==> src/rtl/prom_pkg.sv <==
// prom_pkg: shared widths, response codes and FSM states for the PROM programmer
package prom_pkg;
    localparam int ADDR_W = 4;
    localparam int DATA_W = 8;
    localparam logic [1:0] RESP_OK     = 2'b00;
    localparam logic [1:0] RESP_VFAIL  = 2'b01;
    localparam logic [1:0] RESP_BURNED = 2'b10;
    typedef enum logic [2:0] {IDLE, SETUP, PULSE, HOLD, VERIFY, RESP} state_t;
endpackage

==> src/rtl/prom_pulse_timer.sv <==
// prom_pulse_timer: 4-bit load/decrement counter with zero flag for phase durations
module prom_pulse_timer (
    input  logic       clk,
    input  logic       rst_n,
    input  logic       i_load,
    input  logic       i_dec,
    input  logic [3:0] i_val,
    output logic       o_zero
);
    logic [3:0] r_cnt;
    always_ff @(posedge clk or negedge rst_n) begin
        if (!rst_n)
            r_cnt <= '0;
        else if (i_load)
            r_cnt <= i_val;
        else if (i_dec && !o_zero)
            r_cnt <= r_cnt - 4'd1;
    end
    assign o_zero = (r_cnt == 4'd0);
endmodule

==> src/rtl/prom_programmer.sv <==
// prom_programmer: one-time PROM burner with program pulse, read-back verify and burned map
module prom_programmer
    import prom_pkg::*;
#(
    parameter int PULSE_CYCLES  = 4,
    parameter int SETTLE_CYCLES = 2
) (
    input  logic              clk,
    input  logic              rst_n,
    input  logic              req_valid,
    output logic              req_ready,
    input  logic [ADDR_W-1:0] req_addr,
    input  logic [DATA_W-1:0] req_data,
    output logic              prog_en,
    output logic [ADDR_W-1:0] prog_addr,
    output logic [DATA_W-1:0] prog_data,
    output logic [ADDR_W-1:0] rd_addr,
    input  logic [DATA_W-1:0] rd_data,
    output logic              resp_valid,
    output logic [1:0]        resp_code,
    output logic [15:0]       burned,
    output logic              all_burned
);
    state_t            r_state, w_next;
    logic [ADDR_W-1:0] r_addr, r_rd_addr;
    logic [DATA_W-1:0] r_data;
    logic [15:0]       r_burned;
    logic [1:0]        r_code;
    logic              r_wait;
    logic              w_accept, w_zero, w_load, w_dec;
    logic [3:0]        w_load_val;

    prom_pulse_timer u_timer (
        .clk    (clk),
        .rst_n  (rst_n),
        .i_load (w_load),
        .i_dec  (w_dec),
        .i_val  (w_load_val),
        .o_zero (w_zero)
    );

    always_ff @(posedge clk or negedge rst_n) begin
        if (!rst_n)
            r_state <= IDLE;
        else
            r_state <= w_next;
    end

    always_comb begin
        w_next = r_state;
        case (r_state)
            IDLE:    if (req_valid) w_next = r_burned[req_addr] ? RESP : SETUP;
            SETUP:   w_next = PULSE;
            PULSE:   if (w_zero) w_next = HOLD;
            HOLD:    w_next = VERIFY;
            VERIFY:  if (w_zero) w_next = RESP;
            RESP:    w_next = r_wait ? RESP : IDLE;
            default: w_next = IDLE;
        endcase
    end

    always_comb begin
        req_ready  = (r_state == IDLE);
        prog_en    = (r_state == PULSE);
        resp_valid = (r_state == RESP) && !r_wait;
        resp_code  = resp_valid ? r_code : RESP_OK;
        w_load     = (r_state == SETUP) || (r_state == HOLD);
        w_dec      = (r_state == PULSE) || (r_state == VERIFY);
        w_load_val = (r_state == SETUP) ? 4'(PULSE_CYCLES - 1) : 4'(SETTLE_CYCLES - 1);
    end

    assign w_accept   = req_valid && req_ready;
    assign prog_addr  = r_addr;
    assign prog_data  = r_data;
    assign rd_addr    = r_rd_addr;
    assign burned     = r_burned;
    assign all_burned = &r_burned;

    // A rejected request spends one silent RESP cycle so its reply lands one edge after acceptance
    always_ff @(posedge clk or negedge rst_n) begin
        if (!rst_n) begin
            r_addr    <= '0;
            r_data    <= '0;
            r_rd_addr <= '0;
            r_burned  <= '0;
            r_code    <= RESP_OK;
            r_wait    <= 1'b0;
        end else begin
            if (w_accept) begin
                r_addr <= req_addr;
                r_data <= req_data;
                r_code <= RESP_BURNED;
                r_wait <= r_burned[req_addr];
            end
            if (r_state == RESP)
                r_wait <= 1'b0;
            if (r_state == PULSE && w_zero)
                r_burned[r_addr] <= 1'b1;
            if (r_state == HOLD)
                r_rd_addr <= r_addr;
            if (r_state == VERIFY && w_zero)
                r_code <= (rd_data == r_data) ? RESP_OK : RESP_VFAIL;
        end
    end
endmodule

==> config.mk <==
export PLATFORM = sky130hd
export DESIGN_NAME = prom_programmer
export DESIGN_NICKNAME = d
export VERILOG_FILES = /design/src/rtl/prom_pkg.sv /design/src/rtl/prom_pulse_timer.sv /design/src/rtl/prom_programmer.sv
export SDC_FILE = /design/constraint.sdc
export NUM_CORES = 1
export LEC_CHECK = 0
export ABC_AREA = 1
export BUFFER_PORTS_ARGS = -buffer_cell sky130_fd_sc_hd__clkbuf_2
export CAP_MARGIN = 15
export CORE_MARGIN = 2
export CORE_UTILIZATION = 30
export DETAILED_ROUTE_END_ITERATION = 7
export PLACE_DENSITY_LB_ADDON = 0.3
export SYNTH_ARGS = -nofsm -noshare
export SYNTH_HDL_FRONTEND = slang
export SYNTH_SLANG_ARGS = --single-unit
==> constraint.sdc <==
create_clock -name clk -period 1.47 [get_ports clk]
set_input_delay 0.294 -clock clk [delete_from_list [all_inputs] [get_ports clk]]
set_output_delay 0.294 -clock clk [all_outputs]
set_load 0.01 [all_outputs]
==> results.py <==
metrics = {
    "clock_tree": {
        "cts_tree": "built",
        "cts.clk_slew.worst_paths_ns": 0.08,
        "cts-root-buf": "clkbuf_8",
        "clock_path_buffers": 2,
        "cts_buffers": 5,
        "clkLatencyLatePin_ns": 0.29,
        "clock_sinks": 42,
        "htree_num_levels": 2,
    },
    "synth": {
        "yosysSeqAreaShare_pct": 51.2,
        "synth_nets": 280,
        "yosysTopAreaCellShare_pct": 51.2,
        "synthTopCellsByCount": "nand2_1 (67), inv_1 (44), dfrtp_1 (42)",
        "synth_area_um2": 2050,
        "synth_cell_types": 29,
        "syn_area_per_cell_um2": 8.03,
        "ys_ff_latch": 42,
        "yosys_warnings": 0,
        "synth_largest_area_cell": "dfrtp_1",
        "synthArstFlopShare_pct": 100,
        "synth_area_leaders": "dfrtp_1 (51%), nand2_1 (12%), inv_1 (8.0%)",
        "yosysMostFrequentCell": "nand2_1",
        "synth-edff-count": 0,
        "synthFlopType": "dfrtp_1",
        "syn_inst": 256,
    },
    "drt": {
        "via_per_inst": 4.65,
        "firstDrtPassIters": 4,
        "wl_per_cell_um": 13.4,
        "post-route-drc-count": 0,
        "wl_mm": 5.72,
        "ant_nets": 0,
        "vias": 1991,
        "drtIter0Drc": 73,
    },
    "power": {
        "switchingPower_mw": 2.71,
        "p_leak_nw": 1.54,
        "power_switching_share_pct": 43.4,
        "worst_ir_drop_vdd_mv": 0.845,
        "combPwrFrac_pct": 51.5,
        "p_per_area_nw_per_um2": 2080,
        "intPower_mw": 3.52,
        "p_seq_share_pct": 34.0,
        "finalPower_mw": 6.23,
        "pwr-share-clk_pct": 14.5,
    },
    "placement": {
        "dp_cells": 399,
        "place.port_buffers": 60,
        "place_congestion": 0.927,
        "place_hpwl_mm": 4.06,
        "dp_slack_ns": -0.0632,
    },
    "critical_path": {
        "worst-path-max-fanout": 4,
        "cpMaxStageDelayCell": "dfrtp_1",
        "crit_path_start_kind": "register",
        "path_cells": "inv_2 -> nand2_2 -> inv_2 -> nand2_4 -> nor3b_2 -> buf_2",
        "crit_top_cell": "inv_2",
        "cp.arrival_ns": 1.27,
        "worstPathRequired_ns": 1.18,
        "slowest_delay_ns": 0.41,
        "reg2reg_depth": 8,
        "critPathCaptureType": "output pin",
        "worstSetupPathType": "reg2out",
    },
    "global_routing": {
        "antenna_found_initial": 0,
        "overflow": 0,
        "grt_max_degree": 43,
        "grt_pass1_vias": 1993,
        "track_usage_pct": 15.9,
        "grt_pass1_wl_mm": 9.29,
    },
    "sta": {
        "slew_headroom_pct": 80.8,
        "skew_ns": 0.00419,
        "period_minus_slack_ns": 1.56,
        "worst_slew_pin_slew_ns": 0.287,
        "grt_setup_unrepaired": "true",
        "final-hold-violation-count": 0,
        "period_share_pct": 106,
        "slew_viol_final": 0,
        "worst_slack_ns": -0.0917,
        "tns_ns": -1.16,
        "setup_violations": 24,
        "clock.fmax_mhz": 640,
    },
    "cells_and_area": {
        "diodes": 0,
        "drive_gt1_share_pct": 44.8,
        "multiInputGateArea_um2": 1020,
        "layout.nets": 371,
        "area.growth.synth_to_final_pct": 45.9,
        "seq_area_um2": 1050,
        "fin_util_pct": 44.6,
        "layout.cells.non_filler": 428,
        "fillerInstances": 695,
    },
    "die": {
        "fp.dieH_um": 86.8,
        "dieArea_um2": 7530,
        "rows": 30,
        "die_x_um": 86.8,
        "core_um2": 6720,
        "ios": 61,
        "initial_core_util_pct": 30.6,
    },
    "worst_hold_path": {
        "min_path_cells": 3,
        "worst_hold_path_type": "in2reg",
    },
    "status": {
        "status": "finished, violations left",
        "failed_checks": "setup timing",
    },
    "job": {
        "maxCapViolCount": 0,
    },
}
area by class of cell:
class / count / share of cell area (%)
flip-flops and latches: 42 / 35.1
multi-input cells: 163 / 34.1
repair buffers: 87 / 17.6
inverters: 48 / 6.18
well taps: 80 / 3.34
clock buffers: 5 / 2.30
clock inverters: 3 / 1.34
what timing repair did:
action | CTS | global route
hold endpoints to repair | 42 | 0
hold buffers | 1 | 0
setup buffers | 15 | 5
gates resized for setup | 19 | 48
gates cloned | 0 | 0
pin swaps | 4 | 15
setup endpoints to repair | 22 | 34
sequential cells by signal, indices dropped and copies added (netlist names):
name	count
prog_addr	4
rd_addr	4
u_timer.r_cnt	4
r_wait	1
prog_data	8
r_state	3
burned	16
r_code	2
per-layer routing:
layer  up-vias  share of wire [%]  global-route usage, %
li1        991                  -                      -
met1       935                 44                   20.0
met2        57                 50                   27.1
met3         8                4.1                   2.57
met4         0                1.5                   6.68
met5         -                  0                      0
worst max-delay path: cells and delay by family, from the launching register on:
kind	cells	cell delay (ns)
flops	1	0.41
simple gates	3	0.27
buf+inv	3	0.30
final timing paths:
| kind | start | to | slack, ns |
|---|---|---|---|
| worst min-delay path | req_data[6] | prog_data[6] | 0.20 |
| max in group asynchronous | rst_n | r_state[2] | 0.73 |
| worst max register to register | u_timer.r_cnt[1] | burned[11] | -0.06 |
| worst min register to register | rd_addr[0] | rd_addr[0] | 0.50 |
| worst max-delay path | r_state[1] | resp_code[1] | -0.09 |
| min in group asynchronous | rst_n | burned[3] | 0.51 |
per-stage QoR:
step                hold WS (ns)  cell area [um2]
detailed placement         0.292             2490
global placement           0.292             2490
CTS                        0.188             2790
finish                     0.197             3000
global route               0.187             3000
floorplan               -0.00159             2050
cell usage in the layout (no fill, tap or decap), types with 5 or more instances in the layout:
master	instances
o21ai_0	8
inv_1	36
nor2_1	6
nor2_4	6
clkbuf_2	55
nand2_2	6
o21ai_1	9
nand2_1	61
nand4_1	6
clkbuf_8	5
or2_2	5
o21ai_2	13
dfrtp_1	40
inv_2	10
buf_4	24
nand3_1	17
cell families (layout without fill, tap and decap cells):
family,after synthesis,in the layout,synth area share [%]
compound gates,39,39,11.0
xor+xnor,4,4,1.71
fa+ha+maj,1,1,0.609
buf+inv,51,143,9.74
flops,42,42,51.2
simple gates,119,119,25.8
power groups by stage:
stage                     clock (mW)  sequential (mW)  combinational [mW]
after floorplan                    0             2.16                1.32
after global placement             0             2.08                2.31
after detailed placement           0             2.08                2.34
after CTS                      0.933             2.08                2.72
after global routing           0.980             2.19                3.56
final                          0.904             2.12                3.21
(Power assumes the default switching activity.)
